**src/rtl/alu_pkg.sv**
```systemverilog
// rtl/alu_pkg.sv - shared opcodes, FSM encoding and helpers for the ALU and its sequencer
//
// Contents:
//   OP_*        ALU opcode constants; OP_LAST is the highest legal code
//   ST_*        alu_sequencer FSM state encoding
//   ERR_DATA    response data returned for rejected commands
//   is_legal_op returns 1 for opcodes the ALU implements
package alu_pkg;

  typedef logic [3:0] opcode_t;
  typedef logic [1:0] state_t;

  localparam opcode_t OP_ADD    = 4'd0;
  localparam opcode_t OP_SUB    = 4'd1;
  localparam opcode_t OP_MULT   = 4'd2;
  localparam opcode_t OP_DIV    = 4'd3;
  localparam opcode_t OP_AND    = 4'd4;
  localparam opcode_t OP_OR     = 4'd5;
  localparam opcode_t OP_NAND   = 4'd6;
  localparam opcode_t OP_NOR    = 4'd7;
  localparam opcode_t OP_XOR    = 4'd8;
  localparam opcode_t OP_SHIFTR = 4'd9;
  localparam opcode_t OP_SHIFTL = 4'd10;
  localparam opcode_t OP_COMP   = 4'd11;
  localparam opcode_t OP_LAST   = OP_COMP;

  localparam state_t ST_IDLE  = 2'd0;
  localparam state_t ST_ISSUE = 2'd1;
  localparam state_t ST_RESP  = 2'd2;

  localparam logic [8:0] ERR_DATA = 9'h1FF;

  function automatic logic is_legal_op(input opcode_t op);
    return (op <= OP_LAST);
  endfunction

endpackage

```
**src/rtl/alu_regfile.sv**
```systemverilog
// rtl/alu_regfile.sv - NREG x 8-bit register file, two async read ports, one sync write port
//
// Ports:
//   clk, rst_n        clock, asynchronous active-low reset (clears all registers)
//   we, waddr, wdata  synchronous write port
//   raddr_a, rdata_a  asynchronous read port A
//   raddr_b, rdata_b  asynchronous read port B
module alu_regfile #(
  parameter int NREG = 4,
  parameter int SELW = $clog2(NREG)
) (
  input  logic            clk,
  input  logic            rst_n,
  input  logic            we,
  input  logic [SELW-1:0] waddr,
  input  logic [7:0]      wdata,
  input  logic [SELW-1:0] raddr_a,
  output logic [7:0]      rdata_a,
  input  logic [SELW-1:0] raddr_b,
  output logic [7:0]      rdata_b
);

  logic [7:0] regs [NREG];

  always_ff @(posedge clk or negedge rst_n) begin
    if (!rst_n) begin
      for (int i = 0; i < NREG; i++) begin
        regs[i] <= 8'd0;
      end
    end else if (we) begin
      regs[waddr] <= wdata;
    end
  end

  assign rdata_a = regs[raddr_a];
  assign rdata_b = regs[raddr_b];

endmodule

```
**src/rtl/alu_sequencer.sv**
```systemverilog
// rtl/alu_sequencer.sv - command front-end that issues register-to-register ops to an external ALU
//
// Ports:
//   clk, rst_n                       clock, asynchronous active-low reset
//   cmd_valid/cmd_ready, cmd_*       command handshake and fields (op, dst, src_a, src_b, imm)
//   alu_opcode, alu_a, alu_b         registered operands driven to the ALU
//   alu_res, alu_carry, alu_zero     combinational ALU results
//   rsp_valid/rsp_ready, rsp_*       response handshake, captured result, flags and error
//   flag_carry, flag_zero            sticky flags from the last successful op
//   busy                             FSM is not idle
module alu_sequencer
  import alu_pkg::*;
#(
  parameter int NREG       = 4,
  parameter bit RSP_ON_ERR = 1'b1,
  localparam int SELW      = $clog2(NREG)
) (
  input  logic            clk,
  input  logic            rst_n,
  input  logic            cmd_valid,
  output logic            cmd_ready,
  input  logic [3:0]      cmd_op,
  input  logic [SELW-1:0] cmd_dst,
  input  logic [SELW-1:0] cmd_src_a,
  input  logic [SELW-1:0] cmd_src_b,
  input  logic            cmd_use_imm,
  input  logic [7:0]      cmd_imm,
  output logic [3:0]      alu_opcode,
  output logic [7:0]      alu_a,
  output logic [7:0]      alu_b,
  input  logic [8:0]      alu_res,
  input  logic            alu_carry,
  input  logic            alu_zero,
  output logic            rsp_valid,
  input  logic            rsp_ready,
  output logic [8:0]      rsp_data,
  output logic            rsp_carry,
  output logic            rsp_zero,
  output logic            rsp_err,
  output logic            flag_carry,
  output logic            flag_zero,
  output logic            busy
);

  state_t          state;
  logic [SELW-1:0] dst_q;
  logic [7:0]      rd_a;
  logic [7:0]      rd_b;
  logic [7:0]      opnd_b;
  logic            accept;
  logic            bad_cmd;
  logic            wb_en;

  // Writeback happens on the edge that ends ISSUE, so any command accepted
  // later (earliest: after RESP) already sees the updated register.
  assign wb_en = (state == ST_ISSUE);

  alu_regfile #(
    .NREG (NREG),
    .SELW (SELW)
  ) u_regfile (
    .clk     (clk),
    .rst_n   (rst_n),
    .we      (wb_en),
    .waddr   (dst_q),
    .wdata   (alu_res[7:0]),
    .raddr_a (cmd_src_a),
    .rdata_a (rd_a),
    .raddr_b (cmd_src_b),
    .rdata_b (rd_b)
  );

  assign opnd_b    = cmd_use_imm ? cmd_imm : rd_b;
  assign accept    = cmd_valid && cmd_ready;
  assign bad_cmd   = !is_legal_op(cmd_op) || ((cmd_op == OP_DIV) && (opnd_b == 8'd0));
  assign rsp_valid = (state == ST_RESP);
  assign busy      = (state != ST_IDLE);

  // cmd_ready is a flop so that it reads 0 while in reset and rises on the
  // first edge after release (or after the response handshake).
  always_ff @(posedge clk or negedge rst_n) begin
    if (!rst_n) begin
      state      <= ST_IDLE;
      cmd_ready  <= 1'b0;
      dst_q      <= '0;
      alu_opcode <= 4'd0;
      alu_a      <= 8'd0;
      alu_b      <= 8'd0;
      rsp_data   <= 9'd0;
      rsp_carry  <= 1'b0;
      rsp_zero   <= 1'b0;
      rsp_err    <= 1'b0;
      flag_carry <= 1'b0;
      flag_zero  <= 1'b0;
    end else begin
      case (state)
        ST_IDLE: begin
          if (accept && bad_cmd) begin
            // Rejected commands never reach the ALU, so alu_* keep their values.
            if (RSP_ON_ERR) begin
              state     <= ST_RESP;
              cmd_ready <= 1'b0;
              rsp_data  <= ERR_DATA;
              rsp_carry <= 1'b0;
              rsp_zero  <= 1'b0;
              rsp_err   <= 1'b1;
            end else begin
              cmd_ready <= 1'b1;
            end
          end else if (accept) begin
            state      <= ST_ISSUE;
            cmd_ready  <= 1'b0;
            dst_q      <= cmd_dst;
            alu_opcode <= cmd_op;
            alu_a      <= rd_a;
            alu_b      <= opnd_b;
          end else begin
            cmd_ready <= 1'b1;
          end
        end
        ST_ISSUE: begin
          state      <= ST_RESP;
          rsp_data   <= alu_res;
          rsp_carry  <= alu_carry;
          rsp_zero   <= alu_zero;
          rsp_err    <= 1'b0;
          flag_carry <= alu_carry;
          flag_zero  <= alu_zero;
        end
        ST_RESP: begin
          if (rsp_ready) begin
            state     <= ST_IDLE;
            cmd_ready <= 1'b1;
          end
        end
        default: begin
          state     <= ST_IDLE;
          cmd_ready <= 1'b0;
        end
      endcase
    end
  end

endmodule
```
**config.mk**
```make
export PLATFORM = sky130hd
export DESIGN_NAME = alu_sequencer
export DESIGN_NICKNAME = d
export VERILOG_FILES = /design/src/rtl/alu_pkg.sv /design/src/rtl/alu_regfile.sv /design/src/rtl/alu_sequencer.sv
export SDC_FILE = /design/constraint.sdc
export NUM_CORES = 1
export LEC_CHECK = 0
export BUFFER_PORTS_ARGS = -buffer_cell sky130_fd_sc_hd__buf_2
export CORE_MARGIN = 1.5
export CORE_UTILIZATION = 35
export DETAILED_ROUTE_END_ITERATION = 10
export PLACE_DENSITY_LB_ADDON = 0.25
export SYNTH_ARGS = -nofsm -noshare
export SYNTH_HDL_FRONTEND = slang
export SYNTH_SLANG_ARGS = --single-unit
```
**constraint.sdc**
```tcl
create_clock -name clk -period 2.3 [get_ports clk]
set_input_delay 0.115 -clock clk [delete_from_list [all_inputs] [get_ports clk]]
set_output_delay 0.115 -clock clk [all_outputs]
set_load 0.005 [all_outputs]
```
==> flow_summary.yaml <==
logic_synthesis:
  synthAdderAreaFrac_pct: 0
  synth_flop_cell: "dfrtp_1"
  synth_mux_area_share_pct: 26.2
  yosys.cell_types.count: 43
  yosysSeqAreaShare_pct: 49.5
  async_flop_share_pct: 100
  yosysWarnings: 0
  synth-xor-area-share_pct: 0
  synth-simple-area-share_pct: 9.28
  synth_area_um2: 3590
  synth_top_family_by_area: "multiplexers"
  synth_compound_area_share_pct: 11.8
  ys_ff_latch: 71
  syn_avg_cell_area_um2: 12.3
  synthCells: 291
  synth_nets: 325
  synth_edf_count: 0
timing:
  fin_hold_ws_ps: -27.8
  tightest_slew_ps: 911
  timing.setup.tns_ps: 0
  drv_slew: 0
  finalClockSkew_ps: 7.34
  rsz0062_at_grt: "yes"
  clock.fmax_mhz: 445
  final.period_utilization_pct: 97.7
  hold_viol_final: 26
  setup_viol: 0
  slew_headroom_pct: 39.2
  finalCriticalPeriod_ps: 2250
floorplan:
  rows: 36
  coreArea_um2: 9860
  dieArea_um2: 10900
  initial_utilization_pct: 36.4
  ios: 71
  die_w_um: 104
  die_h_um: 104
detailed_routing:
  route.vias.total: 2639
  via_per_inst: 5.08
  drtPass1Iterations: 4
  ant_nets: 0
  remaining_drc_errors: 0
  wl_per_cell_um: 16.4
  drtIter0Drc: 169
  drt_wl_total_um: 8530
placed_design:
  hpwlAfterDp_um: 6200
  portBuffers: 70
  routabilityCongestion: 0.822
global_route:
  grt_pass1_wl_um: 13300
  grt_pass1_vias: 2507
  grt.total_usage_pct: 15.8
  grt_max_degree: 72
  grt_antenna_before_repair: 0
  overflow: 0
cts:
  path_clk_slew_ps: 80
  cts_tree: "done"
  cts-root-buf: "clkbuf_8"
  cts_buffers: 9
  clk_path_buf_depth: 2
  cts_max_level: 3
  clkSinkCount: 71
  insertion_delay_ps: 340
critical_path:
  worstSetupPathType: "flop to flop"
  crit_path_start_kind: "flop"
  cp-end-kind: "flop"
  worstPathRequired_ps: 2530
  critPathMaxFanout: 13
  cp.arrival_ps: 2470
cells_and_area:
  layout_commonest_cell: "dfrtp_1"
  area_delta_synth_final_pct: 22.7
  drive_gt1_share_pct: 46.5
  mostFrequentLayoutCells: "dfrtp_1, buf_2, mux2_2"
  diodes: 0
  finalNetCount: 416
  fillers: 921
worst_hold_path:
  hold_path_class: "input port to asynchronous set/reset pin"
power:
  power.density_nw_per_um2: 1220
  peakVddDrop_mv: 0.341
  power.static_leakage_uw: 0.00205
  power_uw: 5350
run_status:
  run_status: "finished with violations"
  violations: "negative hold slack"
run:
  drv_cap: 0
==> routing by layer <==
layer,global-route usage [%],wire length [um]
met1,22.0,4120
met2,23.9,3910
met3,3.26,390
met4,6.35,112
met5,0,0
==> synth_stat cells, types with 3 or more instances <==
library cell	count	share of area (%)
mux4_2	9	5.7
dfrtp_1	71	50
mux2_2	41	13
o21ai_0	4	0.56
nor2b_1	8	1.4
buf_6	3	0.94
nor2_1	18	1.9
mux2_4	9	3.8
clkbuf_1	4	0.42
nand2_1	23	2.4
a31oi_1	3	0.52
a21o_1	6	1.3
mux2i_1	14	3.9
a21oi_1	19	2.7
inv_1	5	0.52
a211oi_1	9	1.9
o22ai_1	9	1.6
nand3_1	3	0.42
==> metrics by stage <==
stage | utilization (%) | setup slack, ps | cells | instance area, um2
after detailed placement | 42.2 | -1.92 | 502 | 4170
after floorplan | - | 6.97 | 291 | 3590
final | 44.6 | 51.9 | 520 | 4400
after global placement | 42.2 | 60.3 | 502 | 4170
after global routing | 44.6 | -44.0 | 520 | 4400
after CTS | 44.0 | 22.3 | 519 | 4340
==> path summary, 6_finish.rpt <==
check                           cells after the start         startpoint  slack, ps                 to
worst max-delay path                                7  u_regfile.regs[6]         50           alu_a[0]
min in group clk                                    3          alu_carry         20         flag_carry
max in group asynchronous                           2              rst_n       1710  u_regfile.regs[9]
worst max register to register                      7  u_regfile.regs[6]         50           alu_a[0]
worst min-delay path                                2              rst_n        -30          rsp_carry
worst min register to register                      1           alu_b[0]        480           alu_b[0]
==> critical path, cell delays in order, from the launching register on <==
cell and delay (ps):
dfrtp_1 400, mux4_2 500, nand2b_4 100, nand3_4 80, a2111oi_4 370, a21o_1 240
inv_4 130, mux2_4 310
==> layout make-up <==
type | count | area [um2] | area share, %
Clock buffer | 9 | 124 | 2.81
Clock inverter | 7 | 40.0 | 0.910
Inverter | 6 | 25.0 | 0.569
Multi-Input combinational cell | 202 | 1740 | 39.6
Sequential cell | 71 | 1780 | 40.4
Tap cell | 133 | 166 | 3.78
Timing Repair Buffer | 92 | 526 | 11.9
==> sequential cells by signal, summed over array words and instances (netlist names) <==
signal,flops
u_regfile.regs,32
rsp_data,9
alu_a,8
alu_b,8
alu_opcode,4
dst_q,2
state,2
cmd_ready,1
flag_carry,1
flag_zero,1
rsp_carry,1
rsp_err,1
rsp_zero,1
==> cell families (layout without fill, tap and decap cells) <==
group,after synthesis,after routing
flops,71,71
simple gates,68,68
buf+inv,18,114
compound gates,61,61
mux,73,73
==> what timing repair did <==
item | 4_1_cts | 5_1_grt
endpoints found under the hold margin | 1 | 0
buffers inserted | 0 | 1
hold buffers | 1 | 0
resized for setup | 0 | 13
setup endpoints to repair | 0 | 17
==> where the power goes <==
part           switching (uW)  internal, uW  leakage, uW
combinational             923          1250      0.00110
clock                     484           381    0.0000846
sequential                458          1850     0.000867
(Power assumes the default switching activity.)
